==> src/rtl/interrupt_gen.sv <==
// interrupt_gen
//   Machine-mode interrupt source for the RV32I core. It contains a 64-bit
//   mtime/mtimecmp timer, the msip software-interrupt bit and the external
//   IRQ input. Pending sources are arbitrated against the mie enables and
//   mstatus.MIE. A take is issued to csr_array as a one-cycle g_interrupt
//   pulse. The block then stays masked until mret executes.
//
// Parameters
//   TIMER_DIV        clk cycles per mtime increment (1..65535)
//
// Build option
//   IRQ_EXT_SYNC_EN  when defined, ext_irq passes through a 2-flop
//                    synchronizer, which adds 2 cycles of latency. When it
//                    is undefined, ext_irq must be synchronous to clk.
//
// Ports
//   clk, rst            clock; synchronous active-high reset
//   io_we, io_re        one-cycle IO write / read strobes
//   io_adr              word offset: 0 msip, 1 cmp_lo, 2 cmp_hi,
//                       3 time_lo, 4 time_hi
//   io_wdata            write data
//   io_rdata            registered read data, valid the cycle after io_re
//   ext_irq             external interrupt request, level-high
//   csr_meie/mtie/msie  mie enables
//   csr_mstatus_mie     global interrupt enable
//   cmd_mret_ex         mret executing in EX, releases the handler state
//   stall               pipeline stall; blocks issuing a take
//   g_interrupt         one-cycle interrupt-take pulse
//   g_interrupt_priv    target privilege, always M (2'b11)
//   irq_cause           cause of the last take (11 ext, 3 soft, 7 timer)
//
// state   | meaning
// IDLE    | waiting for an enabled pending source
// TAKE    | g_interrupt asserted for this single cycle
// HANDLER | handler running, all sources masked until mret
module interrupt_gen #(
  parameter int unsigned TIMER_DIV = 50
) (
  input  logic        clk,
  input  logic        rst,
  input  logic        io_we,
  input  logic        io_re,
  input  logic [2:0]  io_adr,
  input  logic [31:0] io_wdata,
  output logic [31:0] io_rdata,
  input  logic        ext_irq,
  input  logic        csr_meie,
  input  logic        csr_mtie,
  input  logic        csr_msie,
  input  logic        csr_mstatus_mie,
  input  logic        cmd_mret_ex,
  input  logic        stall,
  output logic        g_interrupt,
  output logic [1:0]  g_interrupt_priv,
  output logic [3:0]  irq_cause
);

  localparam logic [15:0] PRESC_MAX = 16'(TIMER_DIV - 1);

  typedef enum logic [1:0] {IDLE, TAKE, HANDLER} state_t;

  state_t      state, state_nxt;
  logic        load_cause;
  logic [3:0]  cause_nxt;
  logic [15:0] prescaler;
  logic [63:0] mtime;
  logic [63:0] mtimecmp;
  logic        msip;
  logic        ext_irq_s;
  logic        time_tick;
  logic        wr_time_lo, wr_time_hi;
  logic        mtip, meip, msip_p, mtip_p, any_pending;
  logic [31:0] rd_mux;

`ifdef IRQ_EXT_SYNC_EN
  logic [1:0] ext_sync;

  always_ff @(posedge clk) begin
    if (rst) ext_sync <= 2'b00;
    else     ext_sync <= {ext_sync[0], ext_irq};
  end

  assign ext_irq_s = ext_sync[1];
`else
  assign ext_irq_s = ext_irq;
`endif

  assign wr_time_lo = io_we && (io_adr == 3'd3);
  assign wr_time_hi = io_we && (io_adr == 3'd4);
  assign time_tick  = (prescaler == PRESC_MAX);

  // A time write discards the increment from the same cycle, including any
  // carry into the other half. The write also restarts the prescale period.
  always_ff @(posedge clk) begin
    if (rst) begin
      prescaler <= '0;
      mtime     <= '0;
    end else begin
      if (wr_time_lo || wr_time_hi || time_tick) prescaler <= '0;
      else                                       prescaler <= prescaler + 16'd1;

      if (wr_time_lo)      mtime <= {mtime[63:32], io_wdata};
      else if (wr_time_hi) mtime <= {io_wdata, mtime[31:0]};
      else if (time_tick)  mtime <= mtime + 64'd1;
    end
  end

  always_ff @(posedge clk) begin
    if (rst) begin
      mtimecmp <= '1;
      msip     <= 1'b0;
    end else if (io_we) begin
      case (io_adr)
        3'd0:    msip           <= io_wdata[0];
        3'd1:    mtimecmp[31:0]  <= io_wdata;
        3'd2:    mtimecmp[63:32] <= io_wdata;
        default: ;
      endcase
    end
  end

  always_comb begin
    rd_mux = '0;
    case (io_adr)
      3'd0:    rd_mux = {31'd0, msip};
      3'd1:    rd_mux = mtimecmp[31:0];
      3'd2:    rd_mux = mtimecmp[63:32];
      3'd3:    rd_mux = mtime[31:0];
      3'd4:    rd_mux = mtime[63:32];
      default: rd_mux = '0;
    endcase
  end

  always_ff @(posedge clk) begin
    if (rst)        io_rdata <= '0;
    else if (io_re) io_rdata <= rd_mux;
  end

  assign mtip        = (mtime >= mtimecmp);
  assign meip        = ext_irq_s & csr_meie;
  assign msip_p      = msip & csr_msie;
  assign mtip_p      = mtip & csr_mtie;
  assign any_pending = meip | msip_p | mtip_p;

  always_comb begin
    cause_nxt = 4'd7;
    if (meip)        cause_nxt = 4'd11;
    else if (msip_p) cause_nxt = 4'd3;
  end

  always_ff @(posedge clk) begin
    if (rst) begin
      state     <= IDLE;
      irq_cause <= '0;
    end else begin
      state <= state_nxt;
      if (load_cause) irq_cause <= cause_nxt;
    end
  end

  always_comb begin
    state_nxt  = state;
    load_cause = 1'b0;
    case (state)
      IDLE: begin
        if (any_pending && csr_mstatus_mie && !stall) begin
          state_nxt  = TAKE;
          load_cause = 1'b1;
        end
      end
      TAKE:    state_nxt = HANDLER;
      HANDLER: if (cmd_mret_ex) state_nxt = IDLE;
      default: state_nxt = IDLE;
    endcase
  end

  assign g_interrupt      = (state == TAKE);
  assign g_interrupt_priv = 2'b11;

endmodule

==> config.mk <==
export PLATFORM = sky130hd
export DESIGN_NAME = interrupt_gen
export DESIGN_NICKNAME = d
export VERILOG_FILES = /design/src/rtl/interrupt_gen.sv
export SDC_FILE = /design/constraint.sdc
export NUM_CORES = 1
export LEC_CHECK = 0
export BUFFER_PORTS_ARGS = -buffer_cell sky130_fd_sc_hd__buf_2
export CELL_PAD_IN_SITES_DETAIL_PLACEMENT = 0
export CELL_PAD_IN_SITES_GLOBAL_PLACEMENT = 1
export CORE_MARGIN = 2
export CORE_UTILIZATION = 49
export DETAILED_ROUTE_END_ITERATION = 16
export GPL_ROUTABILITY_DRIVEN = 0
export PLACE_DENSITY = 0.92
export SKIP_CTS_REPAIR_TIMING = 1
export SYNTH_ARGS = -nofsm -noshare
export SYNTH_HDL_FRONTEND = slang
export SYNTH_SLANG_ARGS = --single-unit
==> constraint.sdc <==
create_clock -name clk -period 6.21 [get_ports clk]
set_clock_uncertainty 0.15 [all_clocks]
set_input_delay 0.621 -clock clk [delete_from_list [all_inputs] [get_ports clk]]
set_output_delay 0.621 -clock clk [all_outputs]
set_load 0.02 [all_outputs]
### Yosys cells after proc, flatten, opt, wreduce, memory -nomap -nowiden

Index checks and enable logic that the tools add are counted.

| storage, ports and cells | value |
|---|---|
| output and inout bits | 39 |
| bits in registers | 183 |

| cells by class | value |
|---|---|
| add/sub/neg operators | 2 |
| muxes and demuxes | 11 |
| reductions and logical operators | 18 |
| eq/ne operators | 10 |
| $lt $le $gt $ge | 1 |
| bitwise gates (word level) | 6 |

Operators by type and width:

| cell | count |
|---|---|
| $pmux 32 s5 | 1 |
| $mux 64 | 2 |
| $add 64x1->64 const B | 1 |
| $ge 64x64->1 | 1 |
| $mux 32 | 1 |
| $add 16x1->16 const B | 1 |
| $eq 16x6->1 const B | 1 |
| $reduce_and 2->1 | 6 |
| $eq 3x2->1 const B | 2 |
| $ne 2x2->1 const B | 3 |
| $pmux 2 s3 | 1 |
| $logic_and 1x1->1 | 4 |
| $mux 2 | 2 |
| $mux 4 | 1 |
| $reduce_bool 2->1 | 2 |
| $and 1x1->1 | 3 |
| $eq 3x1->1 const B | 1 |
| $eq 3x3->1 const B | 1 |
| $logic_not 3->1 | 1 |
| $mux 3 | 1 |
| $eq 2x1->1 const B | 1 |
| $eq 2x2->1 const B | 1 |
| $logic_not 2->1 | 1 |
| $logic_or 1x1->1 | 2 |
| 5 further kinds | 7 |

### Logic depth before layout (Yosys ltp)

Gate-level depths: netlist (run 1).

| logic depth | value |
|---|---|
| depth after elaboration | 7 |
| gate-level depth with buffers | 11 |

### Worst setup path before layout (run 1)

OpenSTA, ideal clock, no wires.

| timing | value |
|---|---|
| path kind | input -> register |
| start point | input port io_adr[2] |
| end point | register mtime[54] |
| path buffers | 2 |
| data arrival time | 2.446 ns |
| cell stages on the path | 8 |
| setup slack | 3.540 ns |
| cells stage by stage | clkbuf_1 nor3b_2 nand2_1 buf_2 a21oi_4 nand2_1 or4_1 a31oi_1 |

| between the ends | value |
|---|---|
| word-level cells in the longest chain between the ends | 4 |
| elaborated cells between the ends (all ways) | 8 |

RTL lines:

| element | RTL line | source |
|---|---|---|
| from (decl) | 43 | `input logic [2:0] io_adr,` |
| $eq 3x3->1 or $eq 3x2->1 (tied branches) | 89, 88 |  |
| $logic_and 1x1->1, on equally long branches | 89, 88 |  |
| $reduce_bool 2->1 (no line) or $not 1->1 (tied branches) | - |  |
| $reduce_and 2->1 (no line) | - |  |
| to (signal assigned) | 102 | `if (wr_time_lo) mtime <= {mtime[63:32], io_wdata};` |
| to (signal assigned) | 103 | `else if (wr_time_hi) mtime <= {io_wdata, mtime[31:0]};` |
| to (signal assigned) | 104 | `else if (time_tick) mtime <= mtime + 64'd1;` |
| to (decl) | 66 | `logic [63:0] mtime;` |

Parallel ways exist; a longest one is shown, timed or not. The select of a mux whose other input is x is not followed.
A chain may end at the register's enable or synchronous reset.

### Worst setup path in the final report (run 1)

Ends and elaborated chain as after synthesis.

==> results.json, run 1 <==
{
  "worstSetupEndpointType": "register",
  "crit_buf_inv": 3,
  "min_to": "mtimecmp[20]",
  "die-area_um2": 22800,
  "dpl.cell_count": 1653,
  "clock_sinks": 182,
  "fin_cells": 1685,
  "dp_slack_ps": 2290,
  "via_count": 10483,
  "cp_data_arrival_time_ps": 3760,
  "dp_hpwl_um": 22600,
  "slew_viol_final": 0,
  "setup_viol": 0,
  "grt_util_all_layers_pct": 29.0,
  "layout_setup_ws_ps": 2660,
  "wl_per_cell_um": 19.4,
  "worst_pin_slew_ps": 1010,
  "fin_setup_tns_ps": 0,
  "period_share_pct": 57.2,
  "drv_cap": 0,
  "clk-insertion-delay-late_ps": 440,
  "placed_cell_area_um2": 11100,
  "antenna_left": 0,
  "dr.pass1.iters": 6,
  "worst-path-max-fanout": 34,
  "r2r_end": "mtime[25]",
  "avgSynthCellArea_um2": 7.71,
  "min_path_type": "input port to register",
  "cts_root_buf": "clkbuf_16",
  "grt_max_degree": 117,
  "rr_worst_depth": 6,
  "ys_seq_elements": 182,
  "max_freq_mhz": 282,
  "hold_path_depth": 2,
  "crit_required_ps": 6420,
  "fin_nets": 1510,
  "rrSetupSlack_ps": 2730,
  "drt_iter0_markers": 1042,
  "p_leak_nw": 4.84,
  "io_pins": 85,
  "final_core_util_pct": 55.4,
  "hold_slack_ps": 293,
  "synth_edf_count": 0,
  "clkTransAtPathRegs_ps": 70,
  "p_per_area_nw_per_um2": 218,
  "synth_flop_cell": "dfxtp_1",
  "htree_levels": 4,
  "die_y_um": 151,
  "period_needed_ps": 3550,
  "cts_made_buffers": 17,
  "max_slew_margin_pct": 32.6,
  "num_antenna_cells": 0,
  "yosysSeqAreaShare_pct": 34.4,
  "startpoint_type": "input port",
  "crit_top_cell": "buf_4",
  "grt_pass1_wl_um": 52000,
  "avgViaCountPerCell": 6.22,
  "status": "completed",
  "grt_antenna_before_repair": 1,
  "grt_pass1_vias": 9611,
  "synth_cells": 1374,
  "critPathKind": "input port to register",
  "portBuffers": 82,
  "ys_warn_count": 0,
  "yosysUniqueCellTypes": 67,
  "rsz0062_at_grt": "false",
  "overflow": 0,
  "wl_um": 32700,
  "drc": 0,
  "synth_area_um2": 10600,
  "total_power_mw": 2.55,
  "final_cell_area_um2": 11700,
  "hold_viol_final": 0,
  "peakVddDrop_mv": 0.184,
  "async_reset_ff_share_pct": 0,
  "worstReg2RegStart": "prescaler[5]",
  "area_delta_synth_final_pct": 10.4,
  "drive_gt1_share_pct": 11.1,
  "core_um2": 21100,
  "start_util_pct": 50.2,
  "cp_cell_sequence": "buf_2, and3b_1, buf_4, and2_1, buf_4, a21oi_4, nand2_1, or4_1, a31oi_1",
  "cpPeakStageDelay_ps": 550,
  "cts_tree": "done",
  "cts_buffer_depth": 2,
  "die_x_um": 151,
  "num_rows": 53,
  "min_from": "io_wdata[20]",
  "cp_slowest_cell": "and2_1",
  "cpLargestDelayFamily": "simple AND/OR/NAND/NOR gates"
}
==> registers in the layout, summed over array words and instances (netlist names) <==
| register | cells |
|---|---|
| irq_cause | 3 |
| state | 2 |
| io_rdata | 32 |
| msip | 1 |
| mtimecmp | 64 |
| prescaler | 16 |
| mtime | 64 |
==> worst max-delay path by stage <==
| stage | start | to | slack, ps | cells past startpoint |
|---|---|---|---|---|
| after floorplan | io_adr[2] | mtime[54] | 3540 | 8 |
| after global placement | io_adr[2] | mtime[54] | 2390 | 8 |
| after detailed placement | io_adr[2] | mtime[51] | 2290 | 8 |
| after CTS | io_adr[2] | mtime[51] | 2750 | 8 |
| after global routing | io_adr[2] | mtime[54] | 2520 | 8 |
| final | io_adr[2] | mtime[54] | 2660 | 9 |
==> area by class of cell <==
cell class	count	area [um^2]
timing repair buffer	99	544
clock inverter	13	121
inverter	80	300
fill	2041	9400
multi-input combinational	1017	6290
clock buffer	19	443
sequential	182	3640
tap	275	344
==> cell usage in the layout, fill, tap and decap left out, drive strengths merged, types with 7 or more instances in the layout <==
master  synthesis  routed
clkbuf         73      19
dfxtp         182     182
nor2          191     191
xor2           11      11
buf            23      99
nand4          30      30
ha             67      67
a211o          63      63
nand3          44      44
o22ai           7       7
a31oi          18      18
a211oi          9       9
and3           13      13
a22oi          72      72
o21ai          60      60
nor4           27      27
nand2          99      99
a21oi         152     152
and4            7       7
and2            7       7
inv            80      85
nor3           40      40
==> power breakdown <==
part	internal, mW	switching (mW)
sequential	1.20	0.0309
combinational	0.0847	0.164
clock	0.570	0.504
total	1.85	0.699
==> kinds of logic after synthesis <==
group / synth area share [%]
other: 0.0354
DFF: 34.4
xor gates and xnor gates: 1.32
and+or+nand+nor: 23.1
AOI/OAI and AO/OA: 26.5
buffers and inverters: 6.40
muxes: 0.378
adders and majority gates: 7.92
==> synthesized netlist by cell type, types with 3 or more instances <==
library cell	n	area, um^2
nor2_1	191	717
dfxtp_1	182	3640
a21oi_1	151	756
nand2_1	99	372
inv_1	80	300
clkbuf_1	73	274
a22oi_1	72	541
ha_1	67	838
a211o_1	63	552
o21ai_0	59	295
nand3_1	40	200
nor3_1	39	195
nand4_1	30	188
nor4_1	23	144
a31oi_1	18	113
buf_1	15	56.3
and3_1	13	81.3
xor2_1	11	96.3
a211oi_1	9	67.6
and4_1	7	61.3
o22ai_1	7	43.8
a221oi_1	6	52.6
nand3b_1	6	45.0
nor4b_1	6	52.6
a2111oi_0	5	43.8
a2bb2oi_1	5	43.8
and2_1	5	31.3
buf_2	5	25.0
xnor2_1	5	43.8
a21o_1	4	30.0
a311oi_1	4	35.0
mux2i_1	4	40.0
nand2b_1	4	25.0
nor3b_1	4	30.0
o31ai_1	4	30.0
or2_2	4	25.0
or3_1	4	25.0
a22o_1	3	26.3
a31o_2	3	26.3
buf_4	3	22.5
nand3_2	3	30.0
nor2b_1	3	18.8
o311ai_0	3	26.3
or4_1	3	22.5
==> worst reg2reg max path, delay by kind of cell, from the launching register on <==
kind | cells | cell delay (ps)
flops | 1 | 390
simple gates | 4 | 2190
compound gates | 2 | 600
==> routing by layer <==
metal	vias to the layer above	wire [um]	global-route usage, %
li1	5049	-	-
met1	4945	14800	39.9
met2	421	14500	45.8
met3	66	2370	4.64
met4	2	1020	10.9
met5	-	15	0
No activity file was read; power rests on OpenSTA's default activity.
==> run 2: changes to the inputs <==
--- a/config.mk
+++ b/config.mk
@@ -9,10 +9,10 @@
 export CELL_PAD_IN_SITES_DETAIL_PLACEMENT = 0
 export CELL_PAD_IN_SITES_GLOBAL_PLACEMENT = 1
 export CORE_MARGIN = 2
-export CORE_UTILIZATION = 49
+export CORE_UTILIZATION = 45
 export DETAILED_ROUTE_END_ITERATION = 16
 export GPL_ROUTABILITY_DRIVEN = 0
-export PLACE_DENSITY = 0.92
+export PLACE_DENSITY = 0.85
 export SKIP_CTS_REPAIR_TIMING = 1
 export SYNTH_ARGS = -nofsm -noshare
 export SYNTH_HDL_FRONTEND = slang
==> constraint.sdc (replaced) <==
create_clock -name clk -period 3.7 [get_ports clk]
set_clock_uncertainty 0.15 [all_clocks]
set_input_delay 0.37 -clock clk [delete_from_list [all_inputs] [get_ports clk]]
set_output_delay 0.37 -clock clk [all_outputs]
set_load 0.02 [all_outputs]
==> results.json, run 2 (synthesis results as in run 1) <==
{
  "min_path_type": "input port to register",
  "num_antenna_cells": 0,
  "rrSetupSlack_ps": 620,
  "grt_max_degree": 72,
  "cts_tree": "done",
  "multi_input_area_um2": 6290,
  "setup_viol": 0,
  "via_count": 10436,
  "startpoint_type": "register",
  "dpl.cell_count": 1713,
  "hold_path_depth": 2,
  "portBuffers": 82,
  "grt_antenna_before_repair": 1,
  "drt_iter0_markers": 830,
  "min_to": "mtimecmp[47]",
  "critPathKind": "register to register",
  "layout_common_cells": "nor2_1 (191), dfxtp_1 (182), a21oi_1 (151), nand2_1 (99), buf_2 (81)",
  "grt_pass1_wl_um": 52900,
  "io_pins": 85,
  "grt_pass1_vias": 9619,
  "wl_per_cell_um": 19.1,
  "dr.pass1.iters": 6,
  "fin_cells": 1742,
  "r2r_end": "irq_cause[3]",
  "overflow": 0,
  "drv_cap": 0,
  "rr_worst_depth": 7,
  "start_util_pct": 45.5,
  "worst-path-max-fanout": 4,
  "drc": 0,
  "cts_made_buffers": 17,
  "die_y_um": 157,
  "clk-insertion-delay-late_ps": 430,
  "num_rows": 56,
  "cts_buffer_depth": 2,
  "max_freq_mhz": 325,
  "clkTransAtPathRegs_ps": 70,
  "htree_levels": 4,
  "period_share_pct": 83.3,
  "placed_cell_area_um2": 11300,
  "worstReg2RegStart": "state[1]",
  "die-area_um2": 24800,
  "fin_nets": 1526,
  "die_x_um": 157,
  "worstSetupEndpointType": "register",
  "wl_um": 33300,
  "cts_root_buf": "clkbuf_16",
  "reg_top3": "mtime: 64 flops, mtimecmp: 64 flops, io_rdata: 32 flops",
  "fillers": 2320,
  "hold_viol_final": 0,
  "slew_viol_final": 0,
  "min_from": "io_wdata[15]",
  "fin_setup_tns_ps": 0,
  "core_um2": 23300,
  "dp_hpwl_um": 23500,
  "p_leak_nw": 4.93,
  "crit_required_ps": 3860,
  "max_slew_margin_pct": 50.4,
  "status": "completed",
  "final_core_util_pct": 51.2,
  "period_needed_ps": 3080,
  "worst_pin_slew_ps": 738,
  "layout_commonest_cell": "nor2_1",
  "peakVddDrop_mv": 0.307,
  "final_cell_area_um2": 11900,
  "p_per_area_nw_per_um2": 368,
  "antenna_left": 0,
  "drive_gt1_share_pct": 12.0,
  "area_delta_synth_final_pct": 12.6,
  "clock_sinks": 182,
  "cp_data_arrival_time_ps": 3240,
  "rsz0062_at_grt": "false",
  "seqCellArea_um2": 3640,
  "grt_util_all_layers_pct": 27.1,
  "avgViaCountPerCell": 5.99
}
## run 2: cell count changes in the layout (fill, tap and decap cells not counted), moves of 2 or more
cell and delta:
buf_4 +14, inv_6 -2, clkinv_2 -3, clkinvlp_4 +2, buf_12 +2, bufinv_16 +2
## run 2: worst max-delay path by stage
stage / start / cells after the start / slack, ps / endpoint
2_1_floorplan: mtime[1] / 7 / 1190 / mtime[54]
5_1_grt: state[1] / 6 / 530 / irq_cause[2]
3_3_place_gp: stall / 8 / 520 / irq_cause[3]
6_report: state[1] / 7 / 620 / irq_cause[3]
3_5_place_dp: stall / 8 / 530 / irq_cause[3]
4_1_cts: state[1] / 7 / 610 / irq_cause[3]
## run 2: power breakdown
| group | switching, mW | internal [mW] |
|---|---|---|
| logic | 0.282 | 0.150 |
| clock network | 0.817 | 1.08 |
| registers | 0.0489 | 2.01 |
## run 2: final cells by class
class                   count  share of cell area [%]
clock inverters            11                    1.28
clock buffers              18                    3.68
repair buffers            115                    5.78
multi-input cells        1017                    52.8
flip-flops and latches    182                    30.6
inverters                  80                    2.52
well taps                 319                    3.35
## run 2: metrics by stage
step | setup slack (ps) | power, mW | hold WS (ps)
floorplan | 1190 | 2.37 | 283
finish | 618 | 4.39 | 51.9
CTS | 609 | 4.41 | 44.4
global route | 526 | 4.54 | 45.9
global placement | 524 | 2.53 | 300
detailed placement | 529 | 2.54 | 311
## run 2: routing by layer
| layer | vias up | global-route usage, % | wire [um] |
|---|---|---|---|
| met5 | - | 0 | 0 |
| met4 | 0 | 7.88 | 656 |
| met3 | 46 | 3.50 | 2170 |
| met2 | 376 | 44.1 | 15100 |
| met1 | 4935 | 37.5 | 15400 |
| li1 | 5079 | - | - |
## run 2: critical path, stage by stage (launching register included)
cell and delay [ps]:
dfxtp_1 330, or4b_2 740, nor4_1 650, nand2_1 340
nor3_1 400, nor4_1 150, nand2_1 120, o32ai_1 80
